`src/rtl/seg7_pkg.sv`:
```
// Shared types and constants for the 7-segment scan controller.
package seg7_pkg;

  // Scan phases: all digits dark, or one digit lit.
  typedef enum logic {
    ST_BLANK = 1'b0,
    ST_SHOW  = 1'b1
  } seg7_state_t;

  localparam int         NIBBLE_W = 4;
  localparam logic [3:0] BCD_MAX  = 4'd9;

endpackage

```
`src/rtl/seg7_dwell_timer.sv`:
```
// Dwell timer for the scan FSM: counts the current phase length and flags
// its last cycle. Phase length is SHOW_CYCLES in ST_SHOW, DEAD_CYCLES in
// ST_BLANK. The counter restarts at zero on every expire, so each phase
// lasts exactly its configured number of cycles.
module seg7_dwell_timer
  import seg7_pkg::*;
#(
  parameter int SHOW_CYCLES = 50000,
  parameter int DEAD_CYCLES = 500
) (
  input  logic        clk,
  input  logic        rst_n,
  input  seg7_state_t state,
  output logic        expire
);

  localparam int MAX_C = (SHOW_CYCLES > DEAD_CYCLES) ? SHOW_CYCLES : DEAD_CYCLES;
  localparam int CNT_W = (MAX_C > 1) ? $clog2(MAX_C) : 1;
  localparam logic [CNT_W-1:0] SHOW_LAST = CNT_W'(SHOW_CYCLES - 1);
  localparam logic [CNT_W-1:0] DEAD_LAST = CNT_W'(DEAD_CYCLES - 1);

  logic [CNT_W-1:0] cnt;
  logic [CNT_W-1:0] last;

  // Terminal count follows the phase being timed.
  always_comb begin
    last   = (state == ST_SHOW) ? SHOW_LAST : DEAD_LAST;
    expire = (cnt == last);
  end

  // Free-running phase counter, cleared at the end of each phase.
  always_ff @(posedge clk) begin
    if (!rst_n) begin
      cnt <= '0;
    end else if (expire) begin
      cnt <= '0;
    end else begin
      cnt <= cnt + CNT_W'(1);
    end
  end

endmodule

```
`src/rtl/seg7_scan_ctrl.sv`:
```
// Time-multiplexed scan controller for NUM_DIGITS common-anode digits that
// share one BCD-to-7-segment decoder.
// Optional feature macro: SEG7_LZ_BLANK_EN (leading-zero blanking).
//
// Load handshake: `load` is a one-cycle strobe with no ready; every cycle
// it is high, `digits_in` is captured into the shadow frame (latest wins).
// The shadow is committed to the displayed frame only at a frame wrap, or
// directly if the strobe coincides with the wrap.
//
// All outputs come from a register stage fed by the scan state, so each
// output change lags the internal state change by one clock.
module seg7_scan_ctrl
  import seg7_pkg::*;
#(
  parameter int NUM_DIGITS  = 4,
  parameter int SHOW_CYCLES = 50000,
  parameter int DEAD_CYCLES = 500
) (
  input  logic                           clk,
  input  logic                           rst_n,
  input  logic [NIBBLE_W*NUM_DIGITS-1:0] digits_in,
  input  logic                           load,
  output logic [NIBBLE_W-1:0]            bcd_out,
  output logic [NUM_DIGITS-1:0]          an_n,
  output logic                           pending,
  output logic                           frame_done,
  output seg7_state_t                    state_dbg
);

  localparam int IDX_W = $clog2(NUM_DIGITS);
  localparam logic [IDX_W-1:0] IDX_LAST = IDX_W'(NUM_DIGITS - 1);

  seg7_state_t                    state;
  seg7_state_t                    state_nxt;
  logic [IDX_W-1:0]               idx;
  logic [NIBBLE_W*NUM_DIGITS-1:0] disp;
  logic [NIBBLE_W*NUM_DIGITS-1:0] shadow;
  logic                           pend_r;
  logic                           wrap_r;
  logic                           expire;
  logic                           wrap;
  logic [NIBBLE_W-1:0]            cur_nib;
  logic [NUM_DIGITS-1:0]          lz_mask;
  logic                           suppress;
  logic [NUM_DIGITS-1:0]          an_d;

  seg7_dwell_timer #(
    .SHOW_CYCLES (SHOW_CYCLES),
    .DEAD_CYCLES (DEAD_CYCLES)
  ) u_timer (
    .clk    (clk),
    .rst_n  (rst_n),
    .state  (state),
    .expire (expire)
  );

  assign state_dbg = state;

  // Next-state logic; a wrap is the SHOW->BLANK step out of the last digit.
  always_comb begin
    state_nxt = state;
    wrap      = 1'b0;
    case (state)
      ST_BLANK: if (expire) state_nxt = ST_SHOW;
      ST_SHOW: begin
        if (expire) begin
          state_nxt = ST_BLANK;
          wrap      = (idx == IDX_LAST);
        end
      end
    endcase
  end

  // Scan state register and digit index.
  always_ff @(posedge clk) begin
    if (!rst_n) begin
      state  <= ST_BLANK;
      idx    <= '0;
      wrap_r <= 1'b0;
    end else begin
      state  <= state_nxt;
      wrap_r <= wrap;
      if (state == ST_SHOW && expire) begin
        idx <= (idx == IDX_LAST) ? '0 : idx + IDX_W'(1);
      end
    end
  end

  // Frame registers: shadow always takes the strobe, disp only at a wrap.
  always_ff @(posedge clk) begin
    if (!rst_n) begin
      disp   <= '0;
      shadow <= '0;
      pend_r <= 1'b0;
    end else begin
      if (load) shadow <= digits_in;
      if (wrap) begin
        if (load) begin
          disp   <= digits_in;
          pend_r <= 1'b0;
        end else if (pend_r) begin
          disp   <= shadow;
          pend_r <= 1'b0;
        end
      end else if (load) begin
        pend_r <= 1'b1;
      end
    end
  end

  assign cur_nib = disp[idx*NIBBLE_W +: NIBBLE_W];

`ifdef SEG7_LZ_BLANK_EN
  logic seen_nz;

  // Blank zeros from the top digit down until the first nonzero digit;
  // digit 0 always shows.
  always_comb begin
    lz_mask = '0;
    seen_nz = 1'b0;
    for (int i = NUM_DIGITS - 1; i >= 1; i--) begin
      if (!seen_nz && disp[i*NIBBLE_W +: NIBBLE_W] == 4'd0) begin
        lz_mask[i] = 1'b1;
      end else begin
        seen_nz = 1'b1;
      end
    end
  end
`else
  // Zeros display normally.
  always_comb begin
    lz_mask = '0;
  end
`endif

  // Anode pattern: only the current digit, only in SHOW, only if displayable.
  always_comb begin
    suppress = (cur_nib > BCD_MAX) || lz_mask[idx];
    an_d     = '1;
    if (state == ST_SHOW && !suppress) an_d[idx] = 1'b0;
  end

  // Output register stage.
  always_ff @(posedge clk) begin
    if (!rst_n) begin
      bcd_out    <= '0;
      an_n       <= '1;
      pending    <= 1'b0;
      frame_done <= 1'b0;
    end else begin
      bcd_out    <= cur_nib;
      an_n       <= an_d;
      pending    <= pend_r;
      frame_done <= wrap_r;
    end
  end

endmodule

```
`config.mk`:
```
export PLATFORM = sky130hd
export DESIGN_NAME = seg7_scan_ctrl
export DESIGN_NICKNAME = d
export VERILOG_FILES = /design/src/rtl/seg7_pkg.sv /design/src/rtl/seg7_dwell_timer.sv /design/src/rtl/seg7_scan_ctrl.sv
export SDC_FILE = /design/constraint.sdc
export NUM_CORES = 1
export LEC_CHECK = 0
export ABC_CLOCK_PERIOD_IN_PS = 2830
export CAP_MARGIN = 25
export CORE_MARGIN = 5
export CORE_UTILIZATION = 30
export DETAILED_ROUTE_END_ITERATION = 8
export HOLD_SLACK_MARGIN = 0.15
export SLEW_MARGIN = 15
export SYNTH_ARGS = -nofsm -noshare
export SYNTH_HDL_FRONTEND = slang
export SYNTH_SLANG_ARGS = --single-unit
```
`constraint.sdc`:
```
create_clock -name clk -period 2.83 [get_ports clk]
set_input_delay 0.283 -clock clk [delete_from_list [all_inputs] [get_ports clk]]
set_output_delay 0.283 -clock clk [all_outputs]
set_load 0.01 [all_outputs]
```
==> flow_summary.ini <==
[status]
status = finished clean

[global_routing]
antenna_found_initial = 0
track_usage_pct = 9.47
grt_max_degree = 46
overflow = 0
grt_first_pass_wirelength_mm = 8.39
grt_pass1_vias = 1744

[setup_path]
endpoint_kind = flop
slowest_delay_ns = 0.53
r2r_cells = 6
arrival_ns = 2.41
crit_path_top_delay_cell = or4_1
path_class = flop to flop
r2r_slack_ns = 0.64
r2r-end = disp[3]$_SDFFE_PN0P_
cp_cell_sequence = ha_1 > nor3b_1 > nand4_1 > or4_1 > buf_4 > mux2_4
startpoint_type = flop
r2r-start = u_timer.cnt[0]$_SDFF_PP0_
cp_top_family = simple AND/OR/NAND/NOR gates
required_ns = 3.05
path_buf_inv = 1
cp_max_fo = 16

[yosys]
syn_area_per_cell_um2 = 11.1
yosysWarningCount = 0
synth_most_common_cell = dfxtp_1
synthCells = 245
syn_area_mm2 = 0.00271
synth_fp_nets = 270
synth_area_leader_cell = dfxtp_1
synth-async-reset-ratio_pct = 0
yosys-top-cells-area = dfxtp_1 (46%), mux2i_1 (6.6%), mux2_4 (5.5%)
synth_edf_count = 0
synth_ff_type = dfxtp_1
synth_top_area_share_pct = 46.5
ys_types = 35
ys_ff_latch = 63
ys_top_cells_by_count = dfxtp_1 (63), nor2_1 (21), and2_1 (18), mux2i_1 (18)
synth_seq_area_share_pct = 46.5

[power]
power.density_mw_per_mm2 = 547
ir_drop_mv = 0.271
leakage_nw = 1.33

[timing]
holdWs_ns = 0.433
finalCritPeriodShare_pct = 77.3
rsz0062_at_grt = no
finalHoldViolCount = 0
drv_slew = 0
clock_skew_ns = 0.00862
relSlewSlack_pct = 77.2
setup_viol_count_final = 0
worst_pin_slew_ns = 0.339
final.setup.tns_ns = 0
finalCriticalPeriod_ns = 2.19
fmax_ghz = 0.457

[placement]
hpwlAfterDp_mm = 3.37
gp_congestion = 0.793
portBuffers = 29

[cells_and_area]
fin_nets = 303
fillers = 869
multi_input_area_mm2 = 0.00134
syn_to_final_growth_pct = 21.4
drive_above_1_share_pct = 21.2
insertedDiodeCount = 0
final-seq-area_mm2 = 0.00126

[hold_path]
hold_depth = 1
hold_class = flop to flop
holdCritStartpoint = wrap_r$_SDFF_PN0_
min_to = frame_done$_SDFF_PN0_

[clock_tree]
cts_max_level = 3
clk_pin_slew_ns = 0.07
cts_tree = built
cts_made_buffers = 9
holdBufCountCts = 0
cts_resized = 0
clk_path_buf_depth = 2
root_buffer = clkbuf_8
clock_sinks = 63
post_cts_buffers = 0
clk_latency_ns = 0.33

[drt]
drc = 0
drtPass1Iterations = 4
drt-total-wl_mm = 4.80
viasPerCell = 4.49
drtIter0Drc = 42
vias = 1754
avgRoutedWirePerCell_um = 12.3
final_antenna_net_count = 0

[floorplan]
die_h_um = 105
dieArea_mm2 = 0.0110
num_rows = 34
die_x_um = 105
pin_count = 30
initial_utilization_pct = 31.0
coreArea_mm2 = 0.00876

[run]
maxCapViolCount = 0
worst max-delay path by stage:
stage / start / endpoint / slack [ns] / depth (start not counted)
after CTS: u_timer.cnt[0]$_SDFF_PP0_ / disp[3]$_SDFFE_PN0P_ / 0.64 / 6
after floorplan: u_timer.cnt[0]$_SDFF_PP0_ / disp[10]$_SDFFE_PN0P_ / 0.72 / 7
final: u_timer.cnt[0]$_SDFF_PP0_ / disp[3]$_SDFFE_PN0P_ / 0.64 / 6
after global placement: u_timer.cnt[0]$_SDFF_PP0_ / disp[3]$_SDFFE_PN0P_ / 0.70 / 6
after global routing: u_timer.cnt[0]$_SDFF_PP0_ / disp[11]$_SDFFE_PN0P_ / 0.48 / 6
after detailed placement: u_timer.cnt[0]$_SDFF_PP0_ / disp[3]$_SDFFE_PN0P_ / 0.64 / 6
metrics by stage:
step	worst slack (ns)	total power, mW	cells	utilization, %	area (µm²)
after floorplan	0.717	0.984	245	-	2710
after global placement	0.701	1.02	375	35.2	3080
after detailed placement	0.645	1.02	375	35.2	3080
after CTS	0.636	1.83	391	37.6	3290
after global routing	0.480	1.89	391	37.6	3290
final	0.643	1.80	391	37.6	3290
layout by cell type, fill, tap and decap left out:
| master | netlist | final |
|---|---|---|
| nor3_1 | 5 | 5 |
| ha_1 | 6 | 6 |
| buf_4 | 1 | 6 |
| mux2_4 | 10 | 10 |
| a21oi_1 | 1 | 1 |
| clkbuf_1 | 6 | 1 |
| dfxtp_1 | 63 | 63 |
| nand4_1 | 6 | 6 |
| xor2_1 | 6 | 6 |
| and2_1 | 18 | 18 |
| and4_2 | 2 | 2 |
| nor3b_1 | 2 | 2 |
| mux2_2 | 6 | 6 |
| clkbuf_8 | 0 | 12 |
| clkinv_2 | 0 | 2 |
| and3_2 | 1 | 1 |
| nor4b_4 | 1 | 1 |
| nor2_1 | 21 | 21 |
| mux2i_1 | 18 | 18 |
| o31ai_1 | 2 | 2 |
| nor4_1 | 3 | 3 |
| clkdlybuf4s50_1 | 0 | 29 |
| o22ai_2 | 1 | 1 |
| inv_1 | 3 | 3 |
| and3_1 | 4 | 4 |
| and2b_2 | 8 | 8 |
| o21ai_0 | 1 | 1 |
| mux4_2 | 4 | 4 |
| xnor2_1 | 7 | 7 |
| or4_1 | 2 | 2 |
| and2_2 | 6 | 6 |
| and4b_1 | 1 | 1 |
| nor2b_1 | 10 | 10 |
| bufinv_16 | 0 | 1 |
| nand2_1 | 8 | 8 |
| nand3_1 | 6 | 6 |
worst reg2reg max path, cell delays in order, from the launching register on:
cell and delay, ns:
dfxtp_1 0.35, ha_1 0.25, nor3b_1 0.20, nand4_1 0.19, or4_1 0.53, buf_4 0.23, mux2_4 0.32
layout make-up:
| type | count | share of cell area (%) |
|---|---|---|
| multi-input cells | 166 | 40.7 |
| flip-flops and latches | 63 | 38.3 |
| repair buffers | 35 | 10.2 |
| clock buffers | 13 | 5.13 |
| well taps | 108 | 4.10 |
| clock inverters | 3 | 1.22 |
| inverters | 3 | 0.342 |
registers in the layout (all words and copies together) (netlist names):
register / cells
an_n: 4
state_dbg: 1
bcd_out: 4
wrap_r: 1
frame_done: 1
shadow: 16
pend_r: 1
disp: 16
pending: 1
u_timer.cnt: 16
idx: 2
report_power, final:
part           leakage (nW)  switching (mW)  internal (mW)  total (mW)
clock                 0.109           0.325          0.476       0.802
sequential            0.512         0.00739          0.905       0.913
combinational         0.705          0.0365         0.0517      0.0882
per-layer routing:
layer	up-vias	global-route usage [%]	part of all wire, %
met5	-	0	0
met4	0	4.38	2.1
met3	12	3.51	3.9
met2	26	14.0	44
met1	812	12.2	50
li1	904	-	-
logic make-up (layout without fill, tap and decap cells):
group / count (synthesis) / count (layout) / synth area share, %
muxes: 38 / 38 / 18.0
buffers and inverters: 16 / 54 / 4.06
adders and majority gates: 6 / 6 / 2.77
and+or+nand+nor: 104 / 104 / 23.1
AOI/OAI and AO/OA: 5 / 5 / 1.38
xor gates and xnor gates: 13 / 13 / 4.20
DFF: 63 / 63 / 46.5
No activity file was read; power rests on OpenSTA's default activity.
